## src/rtl/seq_alu_pkg.sv

```systemverilog
// Shared definitions for seq_alu: command codes, FSM state encoding and command helpers.
package seq_alu_pkg;

  typedef enum logic [3:0] {
    CMD_ADD  = 4'd0,
    CMD_SUB  = 4'd1,
    CMD_XOR  = 4'd2,
    CMD_SLT  = 4'd3,
    CMD_AND  = 4'd4,
    CMD_NAND = 4'd5,
    CMD_NOR  = 4'd6,
    CMD_OR   = 4'd7,
    CMD_SLL  = 4'd8,
    CMD_SRL  = 4'd9,
    CMD_SRA  = 4'd10
  } cmd_e;

  typedef enum logic {
    ST_IDLE  = 1'b0,
    ST_SHIFT = 1'b1
  } state_e;

  function automatic logic isIllegalCmd(input logic [3:0] cmd);
    return cmd > 4'd10;
  endfunction

  function automatic logic isShiftCmd(input logic [3:0] cmd);
    return (cmd == CMD_SLL) || (cmd == CMD_SRL) || (cmd == CMD_SRA);
  endfunction

endpackage

```

## src/rtl/seq_alu_if.sv

```systemverilog
// Operand/command and result handshake bundle between decode, seq_alu and writeback.
interface seq_alu_if #(parameter int WIDTH = 32);

  logic             in_valid;
  logic             in_ready;
  logic [WIDTH-1:0] operandA;
  logic [WIDTH-1:0] operandB;
  logic [3:0]       command;
  logic             out_valid;
  logic             out_ready;
  logic [WIDTH-1:0] result;
  logic             carryout;
  logic             overflow;
  logic             zero;
  logic             cmd_err;

  modport master (
    output in_valid, operandA, operandB, command, out_ready,
    input  in_ready, out_valid, result, carryout, overflow, zero, cmd_err
  );

  modport slave (
    input  in_valid, operandA, operandB, command, out_ready,
    output in_ready, out_valid, result, carryout, overflow, zero, cmd_err
  );

endinterface

```

## src/rtl/seq_alu_shift_unit.sv

```systemverilog
// Shifter for seq_alu: iterative one-bit-per-clock by default, single-cycle barrel
// shifter when ALU_BARREL_SHIFT_EN is defined.
module seq_alu_shift_unit
  import seq_alu_pkg::*;
#(
  parameter  int WIDTH = 32,
  localparam int SHW   = $clog2(WIDTH)
) (
  input  logic             clock,
  input  logic             reset_n,
  input  logic             i_start,
  input  logic [WIDTH-1:0] i_value,
  input  logic [SHW-1:0]   i_amount,
  input  cmd_e             i_mode,
  output logic             o_done,
  output logic [WIDTH-1:0] o_value
);

`ifdef ALU_BARREL_SHIFT_EN

  logic w_unusedBarrel;
  assign w_unusedBarrel = ^{i_start, clock, reset_n};

  always_comb begin
    o_value = '0;
    case (i_mode)
      CMD_SLL: o_value = i_value << i_amount;
      CMD_SRL: o_value = i_value >> i_amount;
      default: o_value = $signed(i_value) >>> i_amount;
    endcase
  end

  assign o_done = 1'b1;

`else

  logic [WIDTH-1:0] r_shReg;
  logic [SHW-1:0]   r_cnt;
  logic             r_busy;
  cmd_e             r_mode;
  logic [WIDTH-1:0] w_step;

  always_comb begin
    w_step = '0;
    case (r_mode)
      CMD_SLL: w_step = {r_shReg[WIDTH-2:0], 1'b0};
      CMD_SRL: w_step = {1'b0, r_shReg[WIDTH-1:1]};
      default: w_step = {r_shReg[WIDTH-1], r_shReg[WIDTH-1:1]};
    endcase
  end

  // The last step is presented combinationally so the top can register it on the same edge.
  always_ff @(posedge clock or negedge reset_n) begin
    if (!reset_n) begin
      r_shReg <= '0;
      r_cnt   <= '0;
      r_busy  <= 1'b0;
      r_mode  <= CMD_SLL;
    end else if (i_start) begin
      r_shReg <= i_value;
      r_cnt   <= i_amount;
      r_busy  <= 1'b1;
      r_mode  <= i_mode;
    end else if (r_busy) begin
      r_shReg <= w_step;
      r_cnt   <= r_cnt - SHW'(1);
      if (r_cnt == SHW'(1)) r_busy <= 1'b0;
    end
  end

  assign o_done  = r_busy && (r_cnt == SHW'(1));
  assign o_value = w_step;

`endif

endmodule

```

## src/rtl/seq_alu.sv

```systemverilog
// Handshaked ALU with registered result; shift latency depends on ALU_BARREL_SHIFT_EN
// (defined: single-cycle barrel shifter, undefined: iterative shifter with SHIFT state).
module seq_alu
  import seq_alu_pkg::*;
#(
  parameter  int WIDTH = 32,
  localparam int SHW   = $clog2(WIDTH)
) (
  input  logic      clock,
  input  logic      reset_n,
  seq_alu_if.slave  bus
);

  logic             w_accept;
  logic             w_inReady;
  logic             w_isShift;
  logic             w_illegal;
  logic             w_isSub;
  logic             w_longShift;
  logic [SHW-1:0]   w_amount;
  logic [WIDTH-1:0] w_bOp;
  logic [WIDTH:0]   w_sum;
  logic             w_ovfRaw;
  logic [WIDTH-1:0] w_res;
  logic             w_carry;
  logic             w_ovf;
  logic             w_shDone;
  logic [WIDTH-1:0] w_shValue;

  logic [WIDTH-1:0] r_result;
  logic             r_outValid;
  logic             r_carry;
  logic             r_ovf;
  logic             r_zero;
  logic             r_cmdErr;

  assign w_accept  = bus.in_valid && w_inReady;
  assign w_isShift = isShiftCmd(bus.command);
  assign w_illegal = isIllegalCmd(bus.command);
  assign w_amount  = bus.operandB[SHW-1:0];

  // SLT reuses the subtract path; the sign of A-B corrected by overflow gives signed less-than.
  assign w_isSub  = (bus.command == CMD_SUB) || (bus.command == CMD_SLT);
  assign w_bOp    = w_isSub ? ~bus.operandB : bus.operandB;
  assign w_sum    = {1'b0, bus.operandA} + {1'b0, w_bOp} + (WIDTH+1)'(w_isSub);
  assign w_ovfRaw = (bus.operandA[WIDTH-1] == w_bOp[WIDTH-1]) &&
                    (w_sum[WIDTH-1] != bus.operandA[WIDTH-1]);

  always_comb begin
    w_res   = '0;
    w_carry = 1'b0;
    w_ovf   = 1'b0;
    case (bus.command)
      CMD_ADD, CMD_SUB: begin
        w_res   = w_sum[WIDTH-1:0];
        w_carry = w_sum[WIDTH];
        w_ovf   = w_ovfRaw;
      end
      CMD_XOR:  w_res = bus.operandA ^ bus.operandB;
      CMD_SLT:  w_res = {{(WIDTH-1){1'b0}}, w_sum[WIDTH-1] ^ w_ovfRaw};
      CMD_AND:  w_res = bus.operandA & bus.operandB;
      CMD_NAND: w_res = ~(bus.operandA & bus.operandB);
      CMD_NOR:  w_res = ~(bus.operandA | bus.operandB);
      CMD_OR:   w_res = bus.operandA | bus.operandB;
`ifdef ALU_BARREL_SHIFT_EN
      CMD_SLL, CMD_SRL, CMD_SRA: w_res = w_shValue;
`else
      CMD_SLL, CMD_SRL, CMD_SRA: w_res = bus.operandA;
`endif
      default:  w_res = '0;
    endcase
  end

  seq_alu_shift_unit #(.WIDTH(WIDTH)) u_shift (
    .clock    (clock),
    .reset_n  (reset_n),
    .i_start  (w_accept && w_longShift),
    .i_value  (bus.operandA),
    .i_amount (w_amount),
    .i_mode   (cmd_e'(bus.command)),
    .o_done   (w_shDone),
    .o_value  (w_shValue)
  );

`ifdef ALU_BARREL_SHIFT_EN

  logic w_unusedDone;
  assign w_unusedDone = w_shDone;
  assign w_longShift  = 1'b0;
  assign w_inReady    = !r_outValid || bus.out_ready;

`else

  state_e r_state;
  state_e w_nextState;

  assign w_longShift = w_isShift && (w_amount != '0);

  always_ff @(posedge clock or negedge reset_n) begin
    if (!reset_n) r_state <= ST_IDLE;
    else          r_state <= w_nextState;
  end

  always_comb begin
    w_nextState = r_state;
    w_inReady   = 1'b0;
    case (r_state)
      ST_IDLE: begin
        w_inReady = !r_outValid || bus.out_ready;
        if (w_accept && w_longShift) w_nextState = ST_SHIFT;
      end
      ST_SHIFT: begin
        if (w_shDone) w_nextState = ST_IDLE;
      end
      default: w_nextState = ST_IDLE;
    endcase
  end

`endif

  // A new accept takes priority over retiring the old result, enabling back-to-back issue.
  always_ff @(posedge clock or negedge reset_n) begin
    if (!reset_n) begin
      r_result   <= '0;
      r_outValid <= 1'b0;
      r_carry    <= 1'b0;
      r_ovf      <= 1'b0;
      r_zero     <= 1'b0;
      r_cmdErr   <= 1'b0;
    end else if (w_accept && !w_longShift) begin
      r_result   <= w_res;
      r_outValid <= 1'b1;
      r_carry    <= w_carry;
      r_ovf      <= w_ovf;
      r_zero     <= (w_res == '0);
      r_cmdErr   <= w_illegal;
`ifndef ALU_BARREL_SHIFT_EN
    end else if ((r_state == ST_SHIFT) && w_shDone) begin
      r_result   <= w_shValue;
      r_outValid <= 1'b1;
      r_carry    <= 1'b0;
      r_ovf      <= 1'b0;
      r_zero     <= (w_shValue == '0);
      r_cmdErr   <= 1'b0;
`endif
    end else if (bus.out_ready) begin
      r_outValid <= 1'b0;
    end
  end

  assign bus.in_ready  = w_inReady;
  assign bus.out_valid = r_outValid;
  assign bus.result    = r_result;
  assign bus.carryout  = r_carry;
  assign bus.overflow  = r_ovf;
  assign bus.zero      = r_zero;
  assign bus.cmd_err   = r_cmdErr;

endmodule

```

## src/flat_wrapper.sv

```systemverilog
// flat-port wrapper written by rule: the top's interface ports become plain ports
module seq_alu_flat import seq_alu_pkg::*;
#(
  parameter  int WIDTH = 32,
  localparam int SHW   = $clog2(WIDTH)
)
  (clock, reset_n, bus_in_valid, bus_operandA, bus_operandB, bus_command, bus_out_ready, bus_in_ready, bus_out_valid, bus_result, bus_carryout, bus_overflow, bus_zero, bus_cmd_err);
  seq_alu_if #(.WIDTH(WIDTH)) bus_i ();
  input  logic clock;
  input  logic reset_n;
  input wire logic [$bits(bus_i.in_valid)-1:0] bus_in_valid;
  input wire logic [$bits(bus_i.operandA)-1:0] bus_operandA;
  input wire logic [$bits(bus_i.operandB)-1:0] bus_operandB;
  input wire logic [$bits(bus_i.command)-1:0] bus_command;
  input wire logic [$bits(bus_i.out_ready)-1:0] bus_out_ready;
  output wire logic [$bits(bus_i.in_ready)-1:0] bus_in_ready;
  output wire logic [$bits(bus_i.out_valid)-1:0] bus_out_valid;
  output wire logic [$bits(bus_i.result)-1:0] bus_result;
  output wire logic [$bits(bus_i.carryout)-1:0] bus_carryout;
  output wire logic [$bits(bus_i.overflow)-1:0] bus_overflow;
  output wire logic [$bits(bus_i.zero)-1:0] bus_zero;
  output wire logic [$bits(bus_i.cmd_err)-1:0] bus_cmd_err;
  assign bus_i.in_valid = bus_in_valid;
  assign bus_i.operandA = bus_operandA;
  assign bus_i.operandB = bus_operandB;
  assign bus_i.command = bus_command;
  assign bus_i.out_ready = bus_out_ready;
  assign bus_in_ready = bus_i.in_ready;
  assign bus_out_valid = bus_i.out_valid;
  assign bus_result = bus_i.result;
  assign bus_carryout = bus_i.carryout;
  assign bus_overflow = bus_i.overflow;
  assign bus_zero = bus_i.zero;
  assign bus_cmd_err = bus_i.cmd_err;
  seq_alu #(.WIDTH(WIDTH)) u_core (.clock(clock), .reset_n(reset_n), .bus(bus_i));
endmodule
```

## config.mk

```make
export PLATFORM = sky130hd
export DESIGN_NAME = seq_alu_flat
export DESIGN_NICKNAME = d
export VERILOG_FILES = /design/src/rtl/seq_alu_pkg.sv /design/src/rtl/seq_alu_if.sv /design/src/rtl/seq_alu_shift_unit.sv /design/src/rtl/seq_alu.sv /design/src/flat_wrapper.sv
export SDC_FILE = /design/constraint.sdc
export NUM_CORES = 1
export LEC_CHECK = 0
export ABC_CLOCK_PERIOD_IN_PS = 3040
export BUFFER_PORTS_ARGS = -buffer_cell sky130_fd_sc_hd__buf_2
export CORE_UTILIZATION = 60
export CTS_CLUSTER_SIZE = 8
export DETAILED_ROUTE_END_ITERATION = 12
export PLACE_DENSITY_LB_ADDON = 0.05
export SETUP_SLACK_MARGIN = 0.02
export SLEW_MARGIN = 30
export SYNTH_ARGS = -nofsm -noshare
export SYNTH_HDL_FRONTEND = slang
export SYNTH_SLANG_ARGS = --single-unit
```

## constraint.sdc

```tcl
create_clock -name clock -period 3.04 [get_ports clock]
set_input_delay 0.304 -clock clock [delete_from_list [all_inputs] [get_ports clock]]
set_output_delay 0.304 -clock clock [all_outputs]
set_load 0.01 [all_outputs]
```

Word-level counts from Yosys, hierarchy flattened
Cells that the tools add are included.
W data, S select, Z words.
{"block": "totals", "regBits": 80, "inputBits": 72, "out_inout_bits": 38, "elab_cells": 87}
{"block": "classes", "add_sub_neg": 3, "magnitude_cmp": 1, "n_eq_ne": 15, "mux": 27, "bitwise": 8, "n_reduce_logical": 22}
{"operator": "$pmux W32 S8", "n": 1}
{"operator": "$mux W32", "n": 5}
{"operator": "$not A32 Y32", "n": 3}
{"operator": "$logic_not A32 Y1", "n": 2}
{"operator": "$pmux W32 S2", "n": 1}
{"operator": "$add A32 B32 Y33", "n": 1}
{"operator": "$add A33 B1 Y33", "n": 1}
{"operator": "$and A32 B32 Y32", "n": 1}
{"operator": "$or A32 B32 Y32", "n": 1}
{"operator": "$xor A32 B32 Y32", "n": 1}
{"operator": "$eq A4 B4 Y1 const B", "n": 5}
{"operator": "$mux W1", "n": 17}
{"operator": "$eq A4 B3 Y1 const B", "n": 4}
{"operator": "$mux W5", "n": 2}
{"operator": "$eq A4 B2 Y1 const B", "n": 2}
{"operator": "$logic_and A1 B1 Y1", "n": 7}
{"operator": "$eq A5 B1 Y1 const B", "n": 1}
{"operator": "$reduce_bool A5 Y1", "n": 1}
{"operator": "$sub A5 B1 Y5 const B", "n": 1}
{"operator": "$eq A4 B1 Y1 const B", "n": 1}
{"operator": "$gt A4 B4 Y1 const B", "n": 1}
{"operator": "$logic_not A4 Y1", "n": 1}
{"operator": "$logic_or A1 B1 Y1", "n": 4}
{"operator": "$reduce_bool A2 Y1", "n": 2}
{"operator": "other kinds (9)", "n": 10}

Longest topological paths before layout
Gate-level depths: netlist of run 1.
{"block": "logic_depth", "depth_word": 11, "mapped_depth": 17, "depth_no_buf": 15}

Modules after synthesis
From an unflattened synthesis of run 1, not the netlist that was laid out.
{"block": "unflattened", "hier_cells": 1072, "area_unflattened_um2": 8782.2}
{"mod": "seq_alu", "n_inst": 1, "cells_per_inst": 817, "area_each_um2": 6362.4, "seq_area_each_um2": 950.9}
{"mod": "seq_alu_shift_unit", "n_inst": 1, "cells_per_inst": 255, "area_each_um2": 2419.8, "seq_area_each_um2": 1052.3}

Worst setup path after synthesis of run 1
Ideal clock, no wire load.
{"block": "synth_timing", "path_kind": "in2reg", "start": "input port bus_command[2]", "end": "register u_core.r_zero, in the netlist u_core.bus.zero", "setup_ns": 0.092, "t_arrival_ns": 4.117, "required_ns": 2.948, "setup_slack_ns": -1.169, "stages": 16, "path_buffers": 3, "cell_sequence": "buf_2 buf_1 nor3_1 clkbuf_1 xnor2_1 ha_1 nand4_1 or3b_1 o211a_2 o41ai_4 a31oi_4 xor2_1 o21ai_1 a2111oi_2 nand4_1 o31ai_2"}
{"block": "synth_between", "elab_chain_len": 11, "word_cells_on_any_way": 30, "classes_between": "add/sub: 2; eq/ne: 12; mux: 3; bitwise: 1; reduce/logical: 12"}
{"element": "start, declared", "line_no": "flat_wrapper.sv:14", "source": "input wire logic [$bits(bus_i.command)-1:0] bus_command;"}
{"element": "$eq A4 B1 Y1 or $eq A4 B2 Y1 (tied branches)", "line_no": "seq_alu.sv:43, seq_alu.sv:53"}
{"element": "$logic_or A1 B1 Y1", "line_no": "seq_alu.sv:43", "source": "assign w_isSub = (bus.command == CMD_SUB) || (bus.command == CMD_SLT);"}
{"element": "$mux W32", "line_no": "seq_alu.sv:44", "source": "assign w_bOp = w_isSub ? ~bus.operandB : bus.operandB;"}
{"element": "$add A32 B32 Y33", "line_no": "seq_alu.sv:45", "source": "assign w_sum = {1'b0, bus.operandA} + {1'b0, w_bOp} + (WIDTH+1)'(w_isSub);"}
{"element": "$add A33 B1 Y33", "line_no": "seq_alu.sv:45"}
{"element": "$ne A1 B1 Y1", "line_no": "seq_alu.sv:47", "source": "(w_sum[WIDTH-1] != bus.operandA[WIDTH-1]);"}
{"element": "$logic_and A1 B1 Y1", "line_no": "seq_alu.sv:46", "source": "assign w_ovfRaw = (bus.operandA[WIDTH-1] == w_bOp[WIDTH-1]) &&"}
{"element": "$xor A1 B1 Y1", "line_no": "seq_alu.sv:60", "source": "CMD_SLT: w_res = {{(WIDTH-1){1'b0}}, w_sum[WIDTH-1] ^ w_ovfRaw};"}
{"element": "$pmux W32 S8", "line_no": "seq_alu.sv:53", "source": "case (bus.command)"}
{"element": "$logic_not A32 Y1", "line_no": "seq_alu.sv:135", "source": "r_zero <= (w_res == '0);"}
{"element": "$mux W1", "line_no": "seq_alu.sv:130", "source": "end else if (w_accept && !w_longShift) begin"}
{"element": "end signal, assigned", "line_no": "seq_alu.sv:135"}
{"element": "end signal, assigned", "line_no": "seq_alu.sv:143", "source": "r_zero <= (w_shValue == '0);"}
{"element": "end, declared", "line_no": "seq_alu.sv:34", "source": "logic r_zero;"}
Several ways; a longest one is shown, not always the timed one.
A chain may end at the register's enable or synchronous reset.

Final worst setup path of run 1
Same ends and word-level chain as after synthesis.

==> flow_summary.json, run 1 <==
{
  "status": "finished, violations left",
  "violations": "negative hold slack, negative setup slack",
  "postLayoutCoreUtil_pct": 86.8,
  "grt_pass1_vias": 9262,
  "coreArea_um2": 14100,
  "ys.flop_type": "dfrtp_1",
  "rr_endpoint": "u_core.bus.zero",
  "dr_wl_met3_um": 4020,
  "routedWlPerCell_um": 21.3,
  "synth_edf_count": 0,
  "overflow": 0,
  "h-tree-depth": 3,
  "die_w_um": 123,
  "netlist_area_um2": 8820,
  "cp_max_fo": 8,
  "fp.dieH_um": 123,
  "ios": 110,
  "powerDensity_nw_per_um2": 621,
  "crit_path_top_delay_cell": "a221oi_1",
  "place.gp.congestion": 0.977,
  "setup_slack_ns": -0.480,
  "design.die.area_um2": 15200,
  "met2_length_um": 14900,
  "vias": 10300,
  "portBuffers": 109,
  "r2r_start": "u_core.u_shift.r_mode[3]",
  "hold_slack_ns": -0.00414,
  "grt_max_degree": 81,
  "end_kind": "flip-flop",
  "ys_warn_count": 0,
  "tritoncts": "yes",
  "netlist_instances": 1084,
  "fin_worst_skew_ns": 0.00573,
  "yosysUniqueCellTypes": 81,
  "async_reset_ff_share_pct": 100,
  "viasPerCell": 6.49,
  "start_util_pct": 62.6,
  "start_kind": "primary input",
  "ys_seq_area_share_pct": 22.7,
  "reg2reg_slack_ns": 0.02,
  "relSlewSlack_pct": 51.6,
  "cts_buffers": 9,
  "drt.antenna.violating_nets": 0,
  "track_usage_pct": 42.3,
  "final_cell_mix": "buf_4 (246), nand2_1 (133), buf_2 (105)",
  "finalHoldViolCount": 4,
  "path_cells": "buf_8 > nor3_4 > buf_6 > xnor2_2 > ha_1 > buf_4 > inv_1 > or3b_1 > o211a_4 > xnor2_1 > a221oi_1 > nand3_1 > nor4_1 > nand4_1 > nand4b_1 > o31ai_2",
  "drtIter0Drc": 1565,
  "num_rows": 43,
  "ys_ff_latch": 80,
  "grt_pass1_wl_um": 48700,
  "power.leakage_uw": 0.00584,
  "synth_top_cells_by_area": "dfrtp_1 (22%), ha_1 (15%), xnor2_1 (6.8%)",
  "drv_cap": 0,
  "final_nets": 1586,
  "dr.pass1.iters": 6,
  "yosys.area.top_type": "dfrtp_1",
  "layout-area-overhead-vs-synth_pct": 38.7,
  "routed.top_layer": "met4",
  "fin_crit_ns": 3.52,
  "synth_top_area_share_pct": 22.4,
  "crit_path_end": "u_core.bus.zero",
  "path_clk_slew_ns": 0.06,
  "clkLatencyLatePin_ns": 0.34,
  "slew_viol_final": 0,
  "syn_area_per_cell_um2": 8.14,
  "drc_errors": 0,
  "final_common_cell": "buf_4",
  "antenna_found_initial": 0,
  "wl_met1_um": 13500,
  "clock-root-buffer": "clkbuf_16",
  "timing.fmax_mhz": 284,
  "startpoint": "bus_command[2]",
  "arrival_ns": 3.77,
  "crit_required_ns": 3.29,
  "r2r_cells": 9,
  "syn_nets": 1262,
  "finalSetupViolCount": 20,
  "slowest_delay_ns": 0.44,
  "finalCritPeriodShare_pct": 116,
  "hpwl_um": 24700,
  "ir_drop_uv": 503,
  "clockBufferDepth": 2,
  "antenna_cells": 0,
  "cts_num_sinks": 80,
  "rsz0062_at_grt": "yes",
  "final_layout_size_suffix_gt1_share_pct": 34.5,
  "worst_pin_slew_ns": 0.718,
  "routed_wirelength_um": 34000,
  "crit_type": "primary input to flip-flop",
  "hp-class": "primary input to async pin"
}
kinds of logic after synthesis:
group                    share of synthesized area (%)
AND/OR/NAND/NOR                                   15.0
multiplexers                                      6.38
AO/OA/AOI/OAI                                     23.5
XOR/XNOR                                          10.1
adder cells (fa/ha/maj)                           15.1
flip-flops                                        22.7
buffers and inverters                             7.12
registers in the layout (all words and copies together), names as in the netlist:
| name | count |
|---|---|
| u_core.bus.carryout | 1 |
| u_core.u_shift.r_cnt | 5 |
| u_core.u_shift.r_shReg | 32 |
| u_core.bus.zero | 1 |
| u_core.bus.cmd_err | 1 |
| u_core.u_shift.r_mode | 4 |
| u_core.r_state | 1 |
| u_core.u_shift.r_busy | 1 |
| u_core.bus.out_valid | 1 |
| u_core.bus.overflow | 1 |
| u_core.bus.result | 32 |
cells in the mapped netlist, drive strengths merged, types with 12 or more instances:
cell and instances:
o21ai 116, a22oi 19, xnor2 68, clkbuf 43
nor2 58, nor3 14, a221o 13, buf 19
a221oi 12, mux2i 54, nand3 13, ha 105
a21oi 63, nand2 137, xor2 34, dfrtp 79
inv 81, nand4 21, o221ai 21
how the worst min path moves through the flow:
stage	startpoint	to	slack, ns	cells past startpoint
2_1_floorplan	reset_n	u_core.bus.carryout	0.008	0
3_3_place_gp	u_core.bus.cmd_err	u_core.bus.cmd_err	0.46	2
3_5_place_dp	u_core.bus.result[30]	u_core.bus.result[30]	0.47	2
4_1_cts	reset_n	u_core.bus.out_valid	0.15	1
5_1_grt	reset_n	u_core.bus.out_valid	0.06	1
6_report	reset_n	u_core.bus.out_valid	-0.004	1
critical path: cells and delay by family:
kind	cells	cell delay (ns)
buf+inv	4	0.53
compound gates	3	0.86
simple gates	6	1.56
fa+ha+maj	1	0.31
xor+xnor	2	0.21
routing by layer:
metal	vias up	global-route usage (%)
li1	4526	-
met1	4865	58.2
met2	776	65.4
met3	172	8.30
met4	0	15.5
met5	-	0
power breakdown:
part	internal [uW]	leakage, uW	switching [uW]
Combinational	1900	0.00471	2540
Sequential	1570	0.000956	403
Clock	762	0.000165	424
per-stage QoR:
stage	power [uW]	instances	TNS (ns)	setup WS (ns)	cell area, um2
finish	7600	1593	-3.34	-0.480	12200
global route	7970	1593	-5.10	-0.556	12200
CTS	7150	1577	-1.26	-0.310	11700
detailed placement	5850	1553	-12.74	-0.760	11200
global placement	5710	1553	-8.83	-0.652	11200
floorplan	4220	1084	-5.30	-0.655	8950
area by class of cell:
cell class | count | area, um2
clock buffer | 11 | 253
clock inverter | 5 | 78.8
fill | 795 | 1870
inverter | 81 | 304
multi-input combinational | 862 | 6690
sequential | 80 | 2000
tap | 180 | 225
timing repair buffer | 374 | 2670
repair_timing:
| item | 4_1_cts | 5_1_grt |
|---|---|---|
| hold buffers | 0 | 0 |
| resized for setup | 23 | 80 |
| setup buffers | 8 | 15 |
| pin swaps | 10 | 49 |
| setup endpoints to repair | 18 | 36 |
| cloned | 0 | 1 |
(Power assumes the default switching activity.)
==> run 2: changes to the inputs <==
- CAP_MARGIN: not set -> 5
- CORE_UTILIZATION: 60 -> 61
- CTS_BUF_LIST: not set -> sky130_fd_sc_hd__clkbuf_2
==> flow_summary.json, run 2 (synthesis gave the netlist of run 1 again) <==
{
  "status": "finished, violations left",
  "violations": "negative setup slack",
  "start_util_pct": 63.1,
  "end_kind": "flip-flop",
  "routed_wirelength_um": 32500,
  "worst_pin_slew_ns": 0.705,
  "hold_slack_ns": 0.0480,
  "relSlewSlack_pct": 53.0,
  "final_common_cell": "buf_4",
  "layout-area-overhead-vs-synth_pct": 32.5,
  "final_nets": 1576,
  "grt_pass1_wl_um": 49300,
  "drtIter0Drc": 1211,
  "rsz0062_at_grt": "yes",
  "dr.pass1.iters": 6,
  "fin_cells": 1584,
  "coreArea_um2": 14000,
  "ios": 110,
  "crit_path_top_delay_cell": "or3b_4",
  "hp-class": "primary input to flip-flop",
  "clkLatencyLatePin_ns": 0.56,
  "num_rows": 43,
  "path_clk_slew_ns": 0.22,
  "clock-root-buffer": "clkbuf_2",
  "viasPerCell": 6.29,
  "crit_type": "primary input to flip-flop",
  "cts_buffers": 9,
  "r2r_start": "u_core.u_shift.r_mode[3]",
  "clockBufferDepth": 2,
  "cp_max_fo": 6,
  "cp_top_family": "compound AO/OA/AOI/OAI gates",
  "path_buf_inv": 6,
  "place.gp.congestion": 1.01,
  "fin_crit_ns": 3.17,
  "finalSetupViolCount": 4,
  "slowest_delay_ns": 0.38,
  "fp.dieH_um": 122,
  "antenna_found_initial": 1,
  "drc_errors": 0,
  "h-tree-depth": 3,
  "min_to": "u_core.u_shift.r_shReg[27]",
  "powerDensity_nw_per_um2": 569,
  "routedWlPerCell_um": 20.5,
  "ir_drop_uv": 491,
  "startpoint": "bus_command[3]",
  "drt.antenna.violating_nets": 0,
  "grt_pass1_vias": 9305,
  "slew_viol_final": 0,
  "fin_worst_skew_ns": 0.0269,
  "setup_slack_ns": -0.125,
  "r2r_cells": 9,
  "holdPathStages": 3,
  "path_cells": "buf_12 > nor3_4 > buf_6 > buf_12 > xnor2_2 > ha_1 > buf_6 > inv_2 > or3b_4 > o211a_4 > buf_4 > o31ai_4 > a21oi_2 > xnor2_1 > a21oi_2 > nand4_1 > nand4b_1 > o31ai_2",
  "arrival_ns": 3.66,
  "hp-start": "bus_operandA[27]",
  "tritoncts": "yes",
  "design.die.area_um2": 14900,
  "timing.fmax_mhz": 316,
  "reg2reg_slack_ns": -0.09,
  "finalCritPeriodShare_pct": 104,
  "power.leakage_uw": 0.00562,
  "placed_cells": 1548,
  "drv_cap": 0,
  "portBuffers": 109,
  "vias": 9960,
  "die_w_um": 122,
  "cts_num_sinks": 80,
  "fillCellCount": 894,
  "track_usage_pct": 42.9,
  "crit_required_ns": 3.53,
  "final_layout_size_suffix_gt1_share_pct": 31.6,
  "final_cell_mix": "buf_4 (245), nand2_1 (136), buf_2 (105)",
  "overflow": 0,
  "hpwl_um": 25100,
  "finalHoldViolCount": 0,
  "rr_endpoint": "u_core.bus.zero",
  "start_kind": "primary input",
  "grt_max_degree": 81
}
run 2: cell types whose count changed in the layout (fill, tap and decap cells not counted), moves of 5 or more:
| cell | before | now |
|---|---|---|
| o21ai_1 | 14 | 6 |
| clkbuf_16 | 9 | 0 |
| a21oi_2 | 15 | 10 |
| a21oi_1 | 45 | 52 |
| xnor2_2 | 7 | 2 |
| buf_6 | 18 | 6 |
| clkbuf_2 | 0 | 10 |
| o221ai_1 | 13 | 18 |
| o221ai_2 | 8 | 3 |
| o21ai_0 | 93 | 104 |
run 2: routing by layer:
metal  track usage (%)  part of all wire [%]  wire length, um  vias up
met5                 0                     0                0        -
met4              15.2                   3.5             1140        0
met3              6.51                    11             3670      115
met2              66.2                    44            14400      715
met1              60.6                    41            13300     4626
li1                  -                     -                -     4504
run 2: how the worst max path moves through the flow:
stage | cells past startpoint | end
3_3_place_gp | 15 | u_core.bus.zero
2_1_floorplan | 16 | u_core.bus.zero
3_5_place_dp | 15 | u_core.bus.zero
5_1_grt | 18 | u_core.bus.zero
4_1_cts | 18 | u_core.bus.zero
6_report | 18 | u_core.bus.zero
run 2: power by group:
part	internal, uW	leakage (uW)	switching (uW)
Clock	99.1	0.0000580	359
Sequential	1560	0.000956	378
Combinational	1840	0.00460	2410
Total	3500	0.00562	3150
run 2: through the flow:
stage / setup WS (ns) / util, % / area, um2 / setup TNS [ns] / power, uW
after global routing: -0.246 / 83.5 / 11700 / -0.709 / 7060
after CTS: -0.0134 / 81.4 / 11400 / -0.0134 / 6400
final: -0.125 / 83.5 / 11700 / -0.209 / 6650
after floorplan: -0.655 / - / 8950 / -5.30 / 4220
after global placement: -0.614 / 79.9 / 11200 / -8.23 / 5750
after detailed placement: -0.676 / 79.9 / 11200 / -9.67 / 5920
run 2: layout make-up:
class,count,area (um2),share of cell area [%]
timing repair buffer,365,2580,22.1
antenna,1,2.50,0.0214
sequential,80,2000,17.2
clock buffer,10,50.0,0.428
tap,180,225,1.93
multi-input combinational,861,6490,55.5
clock inverter,6,26.3,0.225
inverter,81,307,2.62
run 2: what timing repair did:
action	CTS	global route
hold buffers	2	0
setup endpoints to repair	3	12
endpoints found under the hold margin	80	0
resized for setup	15	39
pin swaps	17	35
setup buffers	7	11
run 2: worst reg2reg max path: cells and delay by family (launching register included):
| family | cells | cell delay, ns |
|---|---|---|
| AOI/OAI and AO/OA | 2 | 0.17 |
| buffers and inverters | 1 | 0.23 |
| DFF | 1 | 0.57 |
| muxes | 1 | 0.49 |
| and+or+nand+nor | 5 | 1.62 |
